$ cat config.mk
export PLATFORM = sky130hd
export DESIGN_NAME = enc_stream_decoder
export DESIGN_NICKNAME = d
export VERILOG_FILES = /design/src/rtl/alu_pkg.sv /design/src/rtl/sync_fifo.sv /design/src/rtl/enc_stream_decoder.sv
export SDC_FILE = /design/constraint.sdc
export NUM_CORES = 1
export LEC_CHECK = 0
export ABC_AREA = 0
export BUFFER_PORTS_ARGS = -buffer_cell sky130_fd_sc_hd__clkbuf_2
export CORE_MARGIN = 1
export CORE_UTILIZATION = 55
export CTS_CLUSTER_DIAMETER = 80
export DETAILED_ROUTE_END_ITERATION = 16
export GPL_ROUTABILITY_DRIVEN = 0
export GPL_TIMING_DRIVEN = 1
export PLACE_DENSITY = 0.81
export SLEW_MARGIN = 20
export SYNTH_ARGS = -nofsm -noshare
export SYNTH_HDL_FRONTEND = slang
export SYNTH_HIERARCHICAL = 1
export SYNTH_SLANG_ARGS = --single-unit
$ cat constraint.sdc
create_clock -name clk -period 4.8 [get_ports clk]
set_input_delay 0.48 -clock clk [delete_from_list [all_inputs] [get_ports clk]]
set_output_delay 0.48 -clock clk [all_outputs]
set_load 0.01 [all_outputs]
$ cat src/rtl/alu_pkg.sv
// Constants and types shared between the ALU ENC operation and the stream decoder.
// The key default must stay identical on both sides of the link.
package alu_pkg;

  localparam logic [7:0] ENC_KEY_DEFAULT   = 8'hAB;
  localparam int         DEC_DEPTH_DEFAULT = 4;
  localparam int         NIBBLE_W          = 4;
  localparam int         BYTE_W            = 2 * NIBBLE_W;

  typedef struct packed {
    logic [NIBBLE_W-1:0] a;
    logic [NIBBLE_W-1:0] b;
  } nibble_pair_t;

  function automatic logic [BYTE_W-1:0] rotl1(input logic [BYTE_W-1:0] v);
    return {v[BYTE_W-2:0], v[BYTE_W-1]};
  endfunction

endpackage

$ cat src/rtl/sync_fifo.sv
// Single-clock FIFO with wrap-bit pointers; the head entry is read straight from storage.
// Reads return zero while empty so downstream data lines stay quiet.
module sync_fifo #(
  parameter int WIDTH = 8,
  parameter int DEPTH = 4
) (
  input  logic             clk,
  input  logic             rst,
  input  logic             push_i,
  input  logic             pop_i,
  input  logic [WIDTH-1:0] wdata_i,
  output logic [WIDTH-1:0] rdata_o,
  output logic             full_o,
  output logic             empty_o
);

  localparam int AW = (DEPTH > 1) ? $clog2(DEPTH) : 1;

  logic [AW:0]      wr_ptr_q, wr_ptr_d;
  logic [AW:0]      rd_ptr_q, rd_ptr_d;
  logic [WIDTH-1:0] mem_q [DEPTH];
  logic             push_ok;
  logic             pop_ok;

  // Same index with opposite wrap bits means the writer has lapped the reader.
  assign full_o  = (wr_ptr_q[AW] != rd_ptr_q[AW]) && (wr_ptr_q[AW-1:0] == rd_ptr_q[AW-1:0]);
  assign empty_o = (wr_ptr_q == rd_ptr_q);
  assign push_ok = push_i && !full_o;
  assign pop_ok  = pop_i && !empty_o;
  assign rdata_o = empty_o ? '0 : mem_q[rd_ptr_q[AW-1:0]];

  always_comb begin
    wr_ptr_d = wr_ptr_q;
    rd_ptr_d = rd_ptr_q;
    if (push_ok) wr_ptr_d = wr_ptr_q + 1'b1;
    if (pop_ok)  rd_ptr_d = rd_ptr_q + 1'b1;
  end

  always_ff @(posedge clk or posedge rst) begin
    if (rst) begin
      wr_ptr_q <= '0;
      rd_ptr_q <= '0;
    end else begin
      wr_ptr_q <= wr_ptr_d;
      rd_ptr_q <= rd_ptr_d;
    end
  end

  always_ff @(posedge clk) begin
    if (push_ok) mem_q[wr_ptr_q[AW-1:0]] <= wdata_i;
  end

endmodule

$ cat src/rtl/enc_stream_decoder.sv
// Receive side of the ALU ENC path: XOR-decodes ciphertext bytes with the current key
// and queues the recovered nibble pairs for the operand checker.
module enc_stream_decoder
  import alu_pkg::*;
#(
  parameter logic [7:0] KEY   = ENC_KEY_DEFAULT,
  parameter int         DEPTH = DEC_DEPTH_DEFAULT,
  parameter bit         ROLL  = 1'b0
) (
  input  logic       clk,
  input  logic       rst,
  input  logic       in_valid,
  output logic       in_ready,
  input  logic [7:0] in_data,
  input  logic       key_load,
  input  logic [7:0] key_in,
  output logic       out_valid,
  input  logic       out_ready,
  output logic [3:0] out_a,
  output logic [3:0] out_b,
  output logic [7:0] count
);

  // Handshakes: a transfer happens on a rising edge where valid and ready are both high;
  // valid never waits on ready, and ready is never a function of the same port's valid.

  logic [7:0]   key_q, key_d;
  logic [7:0]   count_q, count_d;
  logic         live_q;
  logic         fifo_full;
  logic         fifo_empty;
  logic         push;
  logic         pop;
  logic [7:0]   head_data;
  nibble_pair_t head;

  // live_q holds in_ready low until the first edge after reset is released.
  assign in_ready  = !fifo_full && !key_load && live_q && !rst;
  assign out_valid = !fifo_empty;
  assign push      = in_valid && in_ready;
  assign pop       = out_valid && out_ready;

  assign head  = head_data;
  assign out_a = head.a;
  assign out_b = head.b;
  assign count = count_q;

  always_comb begin
    key_d   = key_q;
    count_d = count_q;
    if (key_load)          key_d = key_in;
    else if (ROLL && push) key_d = rotl1(key_q);
    if (pop)               count_d = count_q + 8'd1;
  end

  always_ff @(posedge clk or posedge rst) begin
    if (rst) begin
      key_q   <= KEY;
      count_q <= '0;
      live_q  <= 1'b0;
    end else begin
      key_q   <= key_d;
      count_q <= count_d;
      live_q  <= 1'b1;
    end
  end

  sync_fifo #(
    .WIDTH(8),
    .DEPTH(DEPTH)
  ) u_fifo (
    .clk    (clk),
    .rst    (rst),
    .push_i (push),
    .pop_i  (pop),
    .wdata_i(in_data ^ key_q),
    .rdata_o(head_data),
    .full_o (fifo_full),
    .empty_o(fifo_empty)
  );

endmodule

# Word level (Yosys, flattened, before mapping)
# Memory sizes are Yosys's and may differ from the RTL's.
# Index checks and enable logic that the tools add are counted.
dict set report classes {
  add_sub_neg 3
  eq_ne 3
  muxes 3
  n_bitwise 1
  n_reduce_logical 12
}
# operator n
set ops {}
lappend ops {{adder 8 x 1 -> 8 bit, second input constant} 1}
lappend ops {{logical AND 1 bit} 8}
lappend ops {{2-to-1 mux 8 bit} 1}
lappend ops {{bitwise XOR 8 bit} 1}
lappend ops {{adder 3 x 1 -> 3 bit, second input constant} 2}
lappend ops {{logical NOT 1 bit} 4}
lappend ops {{equality test 3 bit} 1}
lappend ops {{equality test 2 bit} 1}
lappend ops {{2-to-1 mux 1 bit} 2}
lappend ops {{inequality test 1 bit} 1}
dict set report word_totals {
  register_bits 23
  ram_bits 32
  input_bits 21
  output_inout_bits 18
  wordCells 28
  mem_count 1
}
# name words width rd rd_clocked_by_memory_dff wr line
set memory_table {}
lappend memory_table {u_fifo.mem_q 4 8 1 0 1 sync_fifo.sv:21} ;# logic [WIDTH-1:0] mem_q [DEPTH];

# Logic depth before layout (Yosys ltp)
# Gate-level depths: netlist (run 1).
dict set report logic_depth {
  word_depth 10
  ltp_mapped 9
}

# Cells and area by module
# Netlist (run 1), hierarchy kept.
# mod n_inst cells_each area_per_inst_um2
set by_module_without_submodules {}
lappend by_module_without_submodules {sync_fifo 1 96 1677.9}
lappend by_module_without_submodules {enc_stream_decoder 1 58 789.5}

# Least setup slack after synthesis (run 1)
# Ideal clock, no wire load.
dict set report synth_timing {
  path_kind {register to register}
  start {register u_fifo.rd_ptr_q[0]}
  end {memory u_fifo.mem_q[3][0], enable pin}
  t_arrival_ns 1.962
  path_slack_ns 2.473
  stages_incl_launch_ff 9
  period_less_slack_ns 2.327
  cell_sequence {dfrtp_1 buf_6 xnor2_1 nand3_1 inv_1 nor4b_4 and2_1 nand2_1 a31oi_2}
}
dict set report synth_between {
  elab_chain_len 10
}
# element line
set synth_lines {}
lappend synth_lines {{from (decl)} sync_fifo.sv:20} ;# logic [AW:0] rd_ptr_q, rd_ptr_d;
lappend synth_lines {{from (signal assigned)} sync_fifo.sv:45} ;# rd_ptr_q <= rd_ptr_d;
lappend synth_lines {{equality test 2 bit} sync_fifo.sv:26} ;# assign full_o = (wr_ptr_q[AW] != rd_ptr_q[AW]) && (wr_ptr_q[AW-1:0] == rd_ptr_q[AW-1:0]);
lappend synth_lines {{logical AND 1 bit} sync_fifo.sv:26}
lappend synth_lines {{named net fifo_full} enc_stream_decoder.sv:30} ;# logic fifo_full;
lappend synth_lines {{logical NOT 1 bit} enc_stream_decoder.sv:38} ;# assign in_ready = !fifo_full && !key_load && live_q && !rst;
lappend synth_lines {{logical AND 1 bit (3 in series)} enc_stream_decoder.sv:38}
lappend synth_lines {{named net in_ready} enc_stream_decoder.sv:13} ;# output logic in_ready,
lappend synth_lines {{logical AND 1 bit} enc_stream_decoder.sv:40} ;# assign push = in_valid && in_ready;
lappend synth_lines {{named net push} enc_stream_decoder.sv:32} ;# logic push;
lappend synth_lines {{logical AND 1 bit} sync_fifo.sv:28} ;# assign push_ok = push_i && !full_o;
lappend synth_lines {{2-to-1 mux 1 bit} sync_fifo.sv:50} ;# if (push_ok) mem_q[wr_ptr_q[AW-1:0]] <= wdata_i;
lappend synth_lines {{2-to-1 mux 1 bit (not written as such)} sync_fifo.sv:50}
lappend synth_lines {{to (decl)} sync_fifo.sv:21}
# The timed path passes the listed nets, and every way through them passes these cells.

# Final worst setup path (run 1)
dict set report layout_timing {
  start {register u_fifo.rd_ptr_q[0]}
  end {memory u_fifo.mem_q[3][4], enable pin}
}
dict set report layout_between {
  elab_chain_len 10
}
# element line
set layout_lines {}
lappend layout_lines {{equality test 2 bit} sync_fifo.sv:26}
lappend layout_lines {{logical AND 1 bit} sync_fifo.sv:26}
lappend layout_lines {{named net fifo_full} enc_stream_decoder.sv:30}
lappend layout_lines {{logical NOT 1 bit} enc_stream_decoder.sv:38}
lappend layout_lines {{logical AND 1 bit (3 in series)} enc_stream_decoder.sv:38}
lappend layout_lines {{logical AND 1 bit} enc_stream_decoder.sv:40}
lappend layout_lines {{named net push} enc_stream_decoder.sv:32}
lappend layout_lines {{logical AND 1 bit} sync_fifo.sv:28}
lappend layout_lines {{2-to-1 mux 1 bit} sync_fifo.sv:50}
lappend layout_lines {{2-to-1 mux 1 bit (not written as such)} sync_fifo.sv:50}
# The timed path passes the listed nets, and every way through them passes these cells.

==> flow_summary.toml, run 1 <==
[global_route]
grt_util_met3 = 0.0740
met1_usage = 0.266
grt_use_total = 0.215
use_met2 = 0.356
grt_pass1_wl_um = 6940
antenna_found_initial = 0
grt.busiest_layer = "met2"
grt_max_degree = 19
grt-ovfl-total = 0
grt_pass1_vias = 1416

[cells_and_area]
num_antenna_cells = 0
drive_above_1_share = 0.342
area_growth_syn_to_layout_pct = 12.6
nFillCells = 314
final_cells = 246
nNetsFinal = 222

[critical_path]
worstSetupPathType = "reg2reg"
rrSetupSlack_ns = 1.86
setup.worst_path.end_class = "register"
worstRegToRegCells = 7
path_max_fanout = 12
worstReg2RegStart = "u_fifo/rd_ptr_q[0]$_DFFE_PP0P_"
cp-start-kind = "register"
worstPathArrival_ns = 2.89
timing.rr.end = "u_fifo/mem_q[3][4]$_DFFE_PP_"
worstPathRequired_ns = 4.75

[yosys]
synth_edf_count = 32
synthTopCellsByArea = "edfxtp_1 (39%), dfrtp_1 (18%), mux4_2 (7.3%)"
synth_top_family_by_area = "multiplexers"
synth_xor_area_frac = 0.0948
synth.most_common_cell = "edfxtp_1"
syn_area_um2 = 2470
synth_compound_area_frac = 0.0350
async_flop_share = 0.418
synth_simple_gate_area_share = 0.0751
synthMuxAreaShare = 0.114
synth.avg_cell_area_um2 = 16.0
synth_common_cells = "edfxtp_1 (32), dfrtp_1 (18), xnor2_1 (12)"
synth_cell_types = 29
ys_ff_latch = 55
synth_cells = 154
ys_seq_area_frac = 0.625
yosysTopAreaCell = "edfxtp_1"
synth_fp_nets = 181
ys_warn_count = 6
synth_top_area_frac = 0.389
synth-adder-area-share = 0.0304
synth_ff_type = "edfxtp_1"

[clock_tree]
clockRootBuffer = "clkbuf_8"
clkSlewWorstSetupHoldPaths_ns = 0.10
clock_sinks = 55
cts_hold_buf = 0
clk_latency_ns = 0.31
cts_tree = "done"
cts_resized = 0
cts.path.max_buffers = 2
ctsHtreeMaxLevel = 2
post_cts.repair.setup_buffers = 0
cts_made_buffers = 5

[sta]
worst-slew-pin-transition_ns = 0.784
finalHoldViolations = 0
max_freq_mhz = 340
maxSlewViolCount = 0
rsz0062_at_grt = "false"
fin_crit_sh = 0.613
finalSetupViolCount = 0
fin_tns_setup_ns = 0
min_period_ns = 2.94
relSlewSlack = 0.475
clock_skew_ns = 0.00564

[placement]
place_inst = 238
io_buffers = 38
post-dp-hpwl_um = 3160

[die]
die-area_um2 = 4760
core_area_um2 = 4140
die_w_um = 69.0
dieHeight_um = 69.0
row_count = 23
io_pins = 39
start_util = 0.595

[power]
vdd_drop_max_mv = 0.353
p_per_area_nw_per_um2 = 550
power.leakage_nw = 1.12

[detailed_routing]
drt_iter0_markers = 52
drt-pass1-iter-count = 4
vias = 1379
detail-route-antenna-nets = 0
drt_drc_violations_left = 0
routed_wl_um = 4230
post_drt_wl_per_cell_um = 17.2
viasPerCell = 5.61

[min_path]
worst_hold_path_type = "in2async"

[run_status]
run_status = "complete, no violations"

[flow_run]
maxCapViolCount = 0
-- metrics by stage --
stage | utilization | hold slack (ns) | total power (W) | setup WS [ns] | cell area [um2]
after floorplan | - | 0.271 | 0.00110 | 2.47 | 2470
after global placement | 0.649 | 0.445 | 0.00125 | 2.05 | 2690
after detailed placement | 0.649 | 0.460 | 0.00129 | 1.88 | 2690
after CTS | 0.670 | 0.116 | 0.00154 | 1.84 | 2780
after global routing | 0.670 | 0.123 | 0.00164 | 1.55 | 2780
final | 0.670 | 0.104 | 0.00153 | 1.86 | 2780
-- critical path, stage by stage (launching register included) --
cell and delay, ns:
dfrtp_1 0.84, xnor2_1 0.28, nand3_1 0.17, inv_1 0.08, nor4b_4 0.27, and2_1 0.28
nand2_1 0.10, a31oi_2 0.55
-- cells in the final DEF, fill, tap and decap left out, drive strengths merged, types with 5 or more instances in the layout --
cell     n
xor2    13
dfrtp   18
inv      9
clkbuf  43
mux2     9
dfstp    5
mux4     8
edfxtp  32
xnor2   12
nor2b    9
ha       6
-- how the worst max path moves through the flow --
stage / endpoint / from / cells after the start
after floorplan: u_fifo/mem_q[3][0]$_DFFE_PP_ / u_fifo/rd_ptr_q[0]$_DFFE_PP0P_ / 8
after global placement: u_fifo/mem_q[3][5]$_DFFE_PP_ / u_fifo/rd_ptr_q[0]$_DFFE_PP0P_ / 7
after detailed placement: u_fifo/mem_q[3][5]$_DFFE_PP_ / u_fifo/rd_ptr_q[0]$_DFFE_PP0P_ / 7
after CTS: u_fifo/mem_q[3][4]$_DFFE_PP_ / u_fifo/rd_ptr_q[0]$_DFFE_PP0P_ / 7
after global routing: u_fifo/rd_ptr_q[1]$_DFFE_PP0P_ / u_fifo/rd_ptr_q[0]$_DFFE_PP0P_ / 6
final: u_fifo/mem_q[3][4]$_DFFE_PP_ / u_fifo/rd_ptr_q[0]$_DFFE_PP0P_ / 7
-- cell type report --
class,count,area (um2),area share
sequential,55,1540,0.555
multi-input combinational,88,866,0.312
clock inverter,3,21.3,0.00766
clock buffer,5,68.8,0.0248
tap,50,62.6,0.0225
inverter,7,26.3,0.00946
timing repair buffer,38,190,0.0685
-- state kept, by name (all words and copies together), names as in the netlist --
name             count
u_fifo/mem_q        32
count                8
key_q                8
u_fifo/rd_ptr_q      3
u_fifo/wr_ptr_q      3
live_q               1
-- power by group --
group	switching, W	internal, W
Clock	0.000151	0.000105
Sequential	0.000119	0.000578
Combinational	0.000306	0.000268
-- logic make-up (layout without fill, tap and decap cells) --
| family | Yosys count | count (layout) |
|---|---|---|
| adders and majority gates | 6 | 6 |
| xor gates and xnor gates | 25 | 25 |
| other | 1 | 1 |
| DFF | 55 | 55 |
| buffers and inverters | 11 | 53 |
| muxes | 17 | 17 |
| and+or+nand+nor | 27 | 27 |
| AOI/OAI and AO/OA | 12 | 12 |
-- routing by layer --
layer  wire [um]  part of all wire
met3         265             0.063
met2        2090              0.49
met5           0                 0
met1        1820              0.43
met4          54             0.013
No activity file was read; power rests on OpenSTA's default activity.
==> run 2: changes to the inputs <==
==> constraint.sdc (replaced) <==
create_clock -name clk -period 2.93 [get_ports clk]
set_input_delay 0.293 -clock clk [delete_from_list [all_inputs] [get_ports clk]]
set_output_delay 0.293 -clock clk [all_outputs]
set_load 0.01 [all_outputs]
==> flow_summary.toml, run 2 (same netlist as run 1, synthesis figures left out) <==
[run_status]
run_status = "complete, no violations"

[cells_and_area]
nNetsFinal = 226
layout_common_cells = "clkbuf_2 (38), edfxtp_1 (32), dfrtp_1 (18)"
final_cells = 250
drive_above_1_share = 0.350
final_area_um2 = 2850
largest_reg_flops = 32
nFillCells = 297
final_common_cell = "clkbuf_2"
area_growth_syn_to_layout_pct = 15.4
num_antenna_cells = 0

[detailed_routing]
viasPerCell = 5.61
drt_iter0_markers = 131
detail-route-antenna-nets = 0
vias = 1403
drt_drc_violations_left = 0
post_drt_wl_per_cell_um = 18.2
routed_wl_um = 4550
drt-pass1-iter-count = 5

[sta]
finalSetupViolCount = 0
finalHoldViolations = 0
relSlewSlack = 0.563
clock_skew_ns = 0.00887
max_freq_mhz = 396
maxSlewViolCount = 0
min_period_ns = 2.53
worst-slew-pin-transition_ns = 0.654
fin_tns_setup_ns = 0
rsz0062_at_grt = "false"
fin_crit_sh = 0.863

[placement]
post-dp-hpwl_um = 3430
place_area_um2 = 2710
io_buffers = 38
place_inst = 241

[critical_path]
cpPeakStageDelay_ns = 0.53
rrSetupSlack_ns = 0.40
worstRegToRegCells = 7
cp-start-kind = "register"
worstPathArrival_ns = 2.47
worstPathRequired_ns = 2.87
worstReg2RegStart = "u_fifo/wr_ptr_q[0]$_DFFE_PP0P_"
setup.worst_path.end_class = "register"
worstSetupPathType = "reg2reg"
timing.rr.end = "u_fifo/mem_q[3][4]$_DFFE_PP_"
crit_slowest_cell = "a31oi_2"
path_max_fanout = 9
path_cells = "xnor2_1, nand3_1, inv_1, nor4b_4, and2_1, nand2_1, a31oi_2"

[clock_tree]
clock_sinks = 55
cts_resized = 0
clk_latency_ns = 0.31
clkSlewWorstSetupHoldPaths_ns = 0.09
cts_tree = "done"
cts.path.max_buffers = 2
ctsHtreeMaxLevel = 2
cts_made_buffers = 5
clockRootBuffer = "clkbuf_8"

[min_path]
hp-start = "key_in[1]"
whs_path_depth = 2
min_to = "key_q[1]$_DFFE_PP1P_"
worst_hold_path_type = "in2reg"

[power]
power_w = 0.00268
power.leakage_nw = 1.16
vdd_drop_max_mv = 0.776
p_per_area_nw_per_um2 = 942

[global_route]
grt-ovfl-total = 0
grt_pass1_vias = 1469
grt_use_total = 0.228
grt_max_degree = 18
grt_pass1_wl_um = 7250
antenna_found_initial = 0

[die]
die_w_um = 69.0
core_area_um2 = 4140
io_pins = 39
start_util = 0.595
dieHeight_um = 69.0
row_count = 23
die-area_um2 = 4760

[flow_run]
maxCapViolCount = 0
## run 2: metal layers
metal  global-route usage  vias up  routed length (um)
met1                0.270      700                1900
met5                    0        -                   0
met3               0.0773        6                 316
met2                0.385       47                2280
li1                     -      650                   -
met4               0.0791        0                  55
## run 2: area by class of cell
class	count	area (um2)	area share
timing repair buffer	42	223	0.0782
tap	50	62.6	0.0220
clock buffer	7	97.6	0.0343
clock inverter	1	30.0	0.0105
inverter	7	26.3	0.00923
sequential	55	1540	0.542
multi-input combinational	88	866	0.304
## run 2: how the worst max path moves through the flow
stage / endpoint / slack, ns / start
floorplan: u_fifo/mem_q[3][0]$_DFFE_PP_ / 0.60 / u_fifo/rd_ptr_q[0]$_DFFE_PP0P_
global placement: u_fifo/mem_q[3][0]$_DFFE_PP_ / 0.61 / u_fifo/wr_ptr_q[0]$_DFFE_PP0P_
detailed placement: u_fifo/mem_q[3][0]$_DFFE_PP_ / 0.43 / u_fifo/wr_ptr_q[0]$_DFFE_PP0P_
CTS: u_fifo/mem_q[3][2]$_DFFE_PP_ / 0.40 / u_fifo/wr_ptr_q[0]$_DFFE_PP0P_
global route: u_fifo/mem_q[3][2]$_DFFE_PP_ / 0.25 / u_fifo/wr_ptr_q[0]$_DFFE_PP0P_
finish: u_fifo/mem_q[3][4]$_DFFE_PP_ / 0.40 / u_fifo/wr_ptr_q[0]$_DFFE_PP0P_
## run 2: what timing repair did
action | 4_1_cts | 5_1_grt
hold buffers | 1 | 0
setup buffers | 0 | 0
endpoints found under the hold margin | 6 | 0
## run 2: report_power, final
part / internal, W / switching (W) / leakage, nW
clock: 0.000307 / 0.000226 / 0.0636
combinational: 0.000475 / 0.000596 / 0.530
sequential: 0.000949 / 0.000130 / 0.564
## run 2: worst max-delay path, delay by kind of cell, from the launching register on
kind / cells / cell delay (ns)
simple gates: 4 / 0.83
compound gates: 1 / 0.53
flops: 1 / 0.48
xor+xnor: 1 / 0.24
buf+inv: 1 / 0.09
## run 2: through the flow
| step | worst slack, ns | util | hold WS (ns) |
|---|---|---|---|
| finish | 0.402 | 0.687 | 0.200 |
| global route | 0.248 | 0.687 | 0.192 |
| CTS | 0.395 | 0.687 | 0.194 |
| detailed placement | 0.426 | 0.654 | 0.261 |
| global placement | 0.614 | 0.654 | 0.255 |
| floorplan | 0.603 | - | 0.0840 |
